==> config.mk <==
export PLATFORM = sky130hd
export DESIGN_NAME = period_sequencer
export DESIGN_NICKNAME = d
export VERILOG_FILES = /design/src/rtl/period_sequencer.sv
export SDC_FILE = /design/constraint.sdc
export NUM_CORES = 1
export LEC_CHECK = 0
export CORE_UTILIZATION = 40
export DETAILED_ROUTE_END_ITERATION = 10
export GPL_ROUTABILITY_DRIVEN = 0
export PLACE_DENSITY = 0.65
export SYNTH_ARGS = -nofsm -noshare
export SYNTH_HDL_FRONTEND = slang
export SYNTH_SLANG_ARGS = --single-unit
==> constraint.sdc <==
create_clock -name i_clk -period 11.9 [get_ports i_clk]
set_input_delay 1.19 -clock i_clk [delete_from_list [all_inputs] [get_ports i_clk]]
set_output_delay 1.19 -clock i_clk [all_outputs]
set_load 0.1 [all_outputs]
==> src/rtl/period_sequencer.sv <==
// Table-driven sequencer for a programmable clock divider: walks a table of
// (period, repeat count) entries and retunes o_clk only at output-cycle boundaries.
module period_sequencer #(
  parameter int DEPTH = 8,
  parameter int AW    = 3,
  parameter int PW    = 32,
  parameter int CW    = 16
) (
  input  logic          i_clk,
  input  logic          i_rst_n,
  input  logic          i_wr_en,
  input  logic [AW-1:0] i_wr_addr,
  input  logic [PW-1:0] i_wr_period,
  input  logic [CW-1:0] i_wr_reps,
  input  logic [AW-1:0] i_last_addr,
  input  logic          i_loop,
  input  logic          i_start,
  input  logic          i_stop,
  output logic          o_clk,
  output logic          o_busy,
  output logic [AW-1:0] o_index,
  output logic          o_step,
  output logic          o_done,
  output logic          o_err
);

  localparam logic [1:0] ST_IDLE = 2'd0;
  localparam logic [1:0] ST_LOAD = 2'd1;
  localparam logic [1:0] ST_RUN  = 2'd2;

  logic [PW-1:0] tbl_per_q  [DEPTH];
  logic [PW-1:0] tbl_per_d  [DEPTH];
  logic [CW-1:0] tbl_reps_q [DEPTH];
  logic [CW-1:0] tbl_reps_d [DEPTH];

  // Table storage is cleared by reset, so it lives in flops rather than RAM.
  for (genvar gi = 0; gi < DEPTH; gi++) begin : g_tbl
    always_comb begin
      tbl_per_d[gi]  = tbl_per_q[gi];
      tbl_reps_d[gi] = tbl_reps_q[gi];
      if (i_wr_en && (i_wr_addr == AW'(gi))) begin
        tbl_per_d[gi]  = i_wr_period;
        tbl_reps_d[gi] = i_wr_reps;
      end
    end

    always_ff @(posedge i_clk or negedge i_rst_n) begin
      if (!i_rst_n) begin
        tbl_per_q[gi]  <= '0;
        tbl_reps_q[gi] <= '0;
      end else begin
        tbl_per_q[gi]  <= tbl_per_d[gi];
        tbl_reps_q[gi] <= tbl_reps_d[gi];
      end
    end
  end

  logic [1:0]    state_q, state_d;
  logic [AW-1:0] idx_q, idx_d;
  logic [AW-1:0] last_q, last_d;
  logic          loop_q, loop_d;
  logic [PW-1:0] per_q, per_d;
  logic [CW-1:0] reps_q, reps_d;
  logic [PW-1:0] cnt_q, cnt_d;
  logic [CW-1:0] rep_q, rep_d;
  logic          clk_q, clk_d;
  logic          step_q, step_d;
  logic          done_q, done_d;
  logic          err_q, err_d;

  logic [PW-1:0] half;
  logic [CW-1:0] reps_eff;
  logic          last_rep;

  // Odd periods lose their extra cycle; a zero repeat count still runs once.
  assign half     = per_q >> 1;
  assign reps_eff = (reps_q == '0) ? CW'(1) : reps_q;
  assign last_rep = (rep_q == reps_eff - CW'(1));

  always_comb begin
    state_d = state_q;
    idx_d   = idx_q;
    last_d  = last_q;
    loop_d  = loop_q;
    per_d   = per_q;
    reps_d  = reps_q;
    cnt_d   = cnt_q;
    rep_d   = rep_q;
    clk_d   = clk_q;
    step_d  = 1'b0;
    done_d  = 1'b0;
    err_d   = err_q;

    case (state_q)
      ST_IDLE: begin
        clk_d = 1'b0;
        if (i_start && !i_stop) begin
          last_d  = i_last_addr;
          loop_d  = i_loop;
          idx_d   = '0;
          err_d   = 1'b0;
          state_d = ST_LOAD;
        end
      end

      ST_LOAD: begin
        clk_d = 1'b0;
        if (i_stop) begin
          state_d = ST_IDLE;
        end else begin
          per_d  = tbl_per_q[idx_q];
          reps_d = tbl_reps_q[idx_q];
          cnt_d  = '0;
          rep_d  = '0;
          if (tbl_per_q[idx_q] < PW'(2)) begin
            err_d   = 1'b1;
            state_d = ST_IDLE;
          end else begin
            state_d = ST_RUN;
          end
        end
      end

      ST_RUN: begin
        if (i_stop) begin
          // Abrupt abort: o_clk is forced low even in the middle of a high phase.
          clk_d   = 1'b0;
          state_d = ST_IDLE;
        end else if (cnt_q == half - PW'(1)) begin
          cnt_d = '0;
          clk_d = !clk_q;
          if (clk_q) begin
            if (last_rep) begin
              step_d = 1'b1;
              if (idx_q == last_q) begin
                if (loop_q) begin
                  idx_d   = '0;
                  state_d = ST_LOAD;
                end else begin
                  done_d  = 1'b1;
                  state_d = ST_IDLE;
                end
              end else begin
                idx_d   = idx_q + AW'(1);
                state_d = ST_LOAD;
              end
            end else begin
              rep_d = rep_q + CW'(1);
            end
          end
        end else begin
          cnt_d = cnt_q + PW'(1);
        end
      end

      default: begin
        clk_d   = 1'b0;
        state_d = ST_IDLE;
      end
    endcase
  end

  always_ff @(posedge i_clk or negedge i_rst_n) begin
    if (!i_rst_n) begin
      state_q <= ST_IDLE;
      idx_q   <= '0;
      last_q  <= '0;
      loop_q  <= 1'b0;
      per_q   <= '0;
      reps_q  <= '0;
      cnt_q   <= '0;
      rep_q   <= '0;
      clk_q   <= 1'b0;
      step_q  <= 1'b0;
      done_q  <= 1'b0;
      err_q   <= 1'b0;
    end else begin
      state_q <= state_d;
      idx_q   <= idx_d;
      last_q  <= last_d;
      loop_q  <= loop_d;
      per_q   <= per_d;
      reps_q  <= reps_d;
      cnt_q   <= cnt_d;
      rep_q   <= rep_d;
      clk_q   <= clk_d;
      step_q  <= step_d;
      done_q  <= done_d;
      err_q   <= err_d;
    end
  end

  assign o_clk   = clk_q;
  assign o_busy  = (state_q != ST_IDLE);
  assign o_index = idx_q;
  assign o_step  = step_q;
  assign o_done  = done_q;
  assign o_err   = err_q;

endmodule
Word-level counts from Yosys, hierarchy flattened
Cells that the tools add are included.

Logic and storage cells: 140. Output and inout port bits: 8. Register bits: 493.

$lt $le $gt $ge: 2. Add/sub/neg operators: 5. Mux-type cells: 54. Equality and inequality tests: 24. Bitwise logic cells: 2. Reductions and logical operators: 25.

Operator list (count): $mux 32 (5); $mux 16 (8); $bmux 32 s3 (1); $pmux 32 s2 (1); $bmux 16 s3 (1); $add 32x1->32 const B (1); $eq 32x32->1 (1); $lt 32x2->1 const B (1); $pmux 16 s2 (1); $sub 31x1->32 const B (1); $mux 3 (7); $mux 1 (19); $add 16x1->16 const B (1); $eq 16x16->1 (1); $logic_not 16->1 (1); $mux 2 (8); $ne 2x2->1 const B (8); $sub 16x1->16 const B (1); $eq 3x3->1 const B (4); $ne 3x3->1 const B (4); $logic_and 1x1->1 (9); $reduce_and 4->1 (2); $reduce_bool 2->1 (4); $reduce_and 7->1 (1); other kinds (18) (21).

Logic depth before layout (Yosys ltp)
Depth after elaboration: 9. Gate-level depth with buffers: 15. Mapped depth without buffers: 13.

Worst setup path before layout
OpenSTA, ideal clock, no wires.

Path kind: reg2reg. Start point: register reps_q[5]. End point: register rep_q[10]. Library setup time: 132 ps. Required time: 11768 ps. Path slack: 7731 ps. Period minus slack after synthesis: 4169 ps. Arrival time: 4037 ps. Stages on the path, launching flop included: 16. Cell sequence: dfrtp_1 -> clkbuf_1 -> or4_1 -> nor3_1 -> a21oi_1 -> ha_1 -> or4b_2 -> nor4_2 -> xnor2_1 -> a21o_1 -> or4b_2 -> nor4_2 -> buf_2 -> nor4_2 -> xnor2_1 -> nor2_1.

Longest elaborated chain between the ends: 6.

RTL lines: start: declaration (RTL line 63) `logic [CW-1:0] reps_q, reps_d;`; start signal: assignment (RTL line 183) `reps_q <= reps_d;`; $logic_not 16->1 (RTL line 77) `assign reps_eff = (reps_q == '0) ? CW'(1) : reps_q;`; $mux 16 (*) (RTL line 77); $sub 16x1->16 (*) (RTL line 78) `assign last_rep = (rep_q == reps_eff - CW'(1));`; $eq 16x16->1 (*) (RTL line 78); $ne 2x2->1 (no line) (*); $reduce_and 6->1 (no line) (*); end signal: assignment (RTL line 185) `rep_q <= rep_d;`; end: declaration (RTL line 65) `logic [CW-1:0] rep_q, rep_d;`.

Mark *: on every way between the ends. The rest lies on a longest branch, timed or not. A chain may end at the register's enable or synchronous reset.

Worst setup path after layout
Start point: register reps_q[5]. End point: register rep_q[12].

The elaborated chain is that of the path after synthesis.

==> flow_metrics.tcl <==
set metrics [dict create \
    drtPass1Iterations 5 \
    fill_cells 5067 \
    synth_edf_count 0 \
    rr_startpoint "reps_q[5]$_DFFE_PN0P_" \
    fmax_mhz 197.2 \
    dr_wl_met3_mm 2.090 \
    grt_max_degree 191 \
    synth-main-ff-cell "dfrtp_1" \
    fin_crit_sh_pct 42.61 \
    route.detailed.drc 0 \
    post-synth-top-count-cell "dfrtp_1" \
    rows 88 \
    slew_violations 0 \
    via_per_inst 5.649 \
    timing.rr.end "rep_q[12]$_DFFE_PN0P_" \
    antenna_left 0 \
    crit_fanout 15 \
    yosys.area.top_type "dfrtp_1" \
    highest_layer "met5" \
    rsz0062_at_grt "false" \
    skew_ns 0.02169 \
    holdCritPathClass "reg -> reg" \
    layout.nets 1867 \
    layout_min_cycle_time_ns 5.071 \
    clk_latency_ns 0.60 \
    post_cts_resized 0 \
    netlist_top_cells_count "dfrtp_1 (484), mux2_2 (381), nor2_1 (128)" \
    htree_levels 2 \
    yosys-top-cells-area "dfrtp_1 (51%), mux2_2 (18%), mux4_2 (9.0%), mux2i_1 (2.2%), nor2_1 (2.0%)" \
    fin_tns_setup_ns 0 \
    fp.coreArea_mm2 0.05803 \
    die_area_mm2 0.05999 \
    ys_seq_area_share_pct 51.31 \
    met2WireLength_mm 25.41 \
    wl_per_cell_um 20.43 \
    crit_type "reg -> reg" \
    ir_drop_v 0.0001076 \
    fp.dieH_um 244.9 \
    hpwl_mm 32.19 \
    critPathLaunchType "flip-flop" \
    slew_headroom_pct 26.54 \
    worstHoldStart "tbl_per_q[153]$_DFFE_PN0P_" \
    syn_nets 1848 \
    async_flop_share_pct 100.0 \
    worstPathRequired_ns 12.37 \
    synth_area_mm2 0.02361 \
    ys_types 73 \
    wl_met1_mm 24.63 \
    maxCapViolCount 0 \
    overflow 0 \
    post-cts-setup-buffers 0 \
    r2r_setup_slack_ns 6.83 \
    whs_ns 0.4989 \
    crit_path_end_kind "flip-flop" \
    diodes 0 \
    cts_buffer_depth 3 \
    synth_top_area_share_pct 51.31 \
    grt_pass1_vias 15514 \
    avgSynthCellArea_um2 13.24 \
    hold_buffers 0 \
    synth_seq_cells 484 \
    ff2ff_path_depth 13 \
    clk_pin_slew_worst_paths_ns 0.06 \
    initial_core_util_pct 40.68 \
    floorplan.io_pins 68 \
    drt_iter0_drc 967 \
    whs_path_depth 1 \
    yosysWarnings 0 \
    whs_endpoint "tbl_per_q[153]$_DFFE_PN0P_" \
    die_w_um 244.9 \
    synthToLayoutAreaGrowth_pct 12.60 \
    crit_arrival_ns 5.54 \
    track_usage_pct 18.39 \
    layout-drive-gt1-share_pct 33.55 \
    power_leakage_uw 0.01044 \
    netlist_instances 1783 \
    finalHoldViolCount 0 \
    status "completed" \
    worstMarginPinSlew_ns 1.094 \
    pwr_density_cell_mw_per_mm2 179.5 \
    cts_tree "yes" \
    cts-root-buf "clkbuf_16" \
    finalSetupViolCount 0 \
    antenna_found_initial 2 \
    cts.sinks 484 \
    num_vias 14710 \
    cts_buffers 51 \
    grt_first_pass_wirelength_mm 87.19 \
    port_buffers 66 \
    routed_wl_mm 53.21 \
]
metal layers:
layer,up-vias,global-route usage [%]
li1,6635,-
met1,7732,25.32
met5,-,0
met2,265,30.01
met3,76,3.083
met4,2,4.963
how the worst max path moves through the flow:
stage | from | end | slack, ns | cells past startpoint
3_3_place_gp | reps_q[5]$_DFFE_PN0P_ | rep_q[12]$_DFFE_PN0P_ | 6.97 | 13
5_1_grt | reps_q[5]$_DFFE_PN0P_ | rep_q[12]$_DFFE_PN0P_ | 6.63 | 13
3_5_place_dp | reps_q[5]$_DFFE_PN0P_ | rep_q[12]$_DFFE_PN0P_ | 6.91 | 13
4_1_cts | reps_q[5]$_DFFE_PN0P_ | rep_q[12]$_DFFE_PN0P_ | 6.86 | 13
6_report | reps_q[5]$_DFFE_PN0P_ | rep_q[12]$_DFFE_PN0P_ | 6.83 | 13
2_1_floorplan | reps_q[5]$_DFFE_PN0P_ | rep_q[10]$_DFFE_PN0P_ | 7.73 | 15
through the flow:
stage	utilization [%]	cells	setup WS, ns	area (µm²)	power [µW]
3_5_place_dp	42.96	2514	6.912	24930	3222
2_1_floorplan	-	1783	7.731	23610	2941
3_3_place_gp	42.96	2514	6.967	24930	3156
4_1_cts	45.81	2604	6.863	26580	4821
6_report	45.81	2604	6.829	26580	4772
5_1_grt	45.81	2604	6.631	26580	5024
critical path: stages, from the launching register on:
cell and delay, ns:
dfrtp_1 0.53, or4_1 0.27, nor3_1 0.11, a21oi_1 0.20
ha_1 0.23, or4b_2 0.72, nor4_2 0.34, xnor2_1 0.11
a21o_1 0.17, or4b_2 0.67, nor4_4 0.92, o31ai_2 0.20
nand4_1 0.16, mux2_1 0.34
flip-flops by register name, summed over array words and instances, names as in the netlist:
signal,flops
cnt_q,32
last_q,3
loop_q,1
o_clk,1
o_done,1
o_err,1
o_index,3
o_step,1
per_q,31
rep_q,16
reps_q,16
state_q,2
tbl_per_q,248
tbl_reps_q,128
layout by cell type (no fill, tap or decap), types with 28 or more instances in the layout:
cell,synthesis,layout
mux2i_1,53,53
clkdlybuf4s50_1,0,65
clkbuf_16,0,51
xor2_1,41,41
a21oi_1,67,67
nor2_1,128,127
nand3_1,35,35
mux2_2,381,381
xnor2_1,47,47
nand4_1,35,35
dfrtp_1,484,481
nand2_1,37,37
mux4_2,94,94
nor3_1,30,28
logic make-up after synthesis:
logic type | synth area share [%]
AOI/OAI and AO/OA | 3.875
DFF | 51.31
adders and majority gates | 0.2650
muxes | 29.44
and+or+nand+nor | 9.403
buffers and inverters | 2.449
xor gates and xnor gates | 3.265
power by group:
| group | switching [µW] | internal (µW) | total (µW) |
|---|---|---|---|
| registers | 268 | 1990 | 2260 |
| clock network | 653 | 928 | 1580 |
| logic | 405 | 526 | 932 |
layout make-up:
class | count | area (µm²) | area share, %
Clock buffer | 76 | 1490 | 5.606
Clock inverter | 14 | 163.9 | 0.6166
Inverter | 20 | 75.07 | 0.2824
Multi-Input combinational cell | 1162 | 10950 | 41.21
Sequential cell | 484 | 12120 | 45.61
Tap cell | 765 | 957.2 | 3.601
Timing Repair Buffer | 83 | 818.3 | 3.079
(Power assumes the default switching activity.)
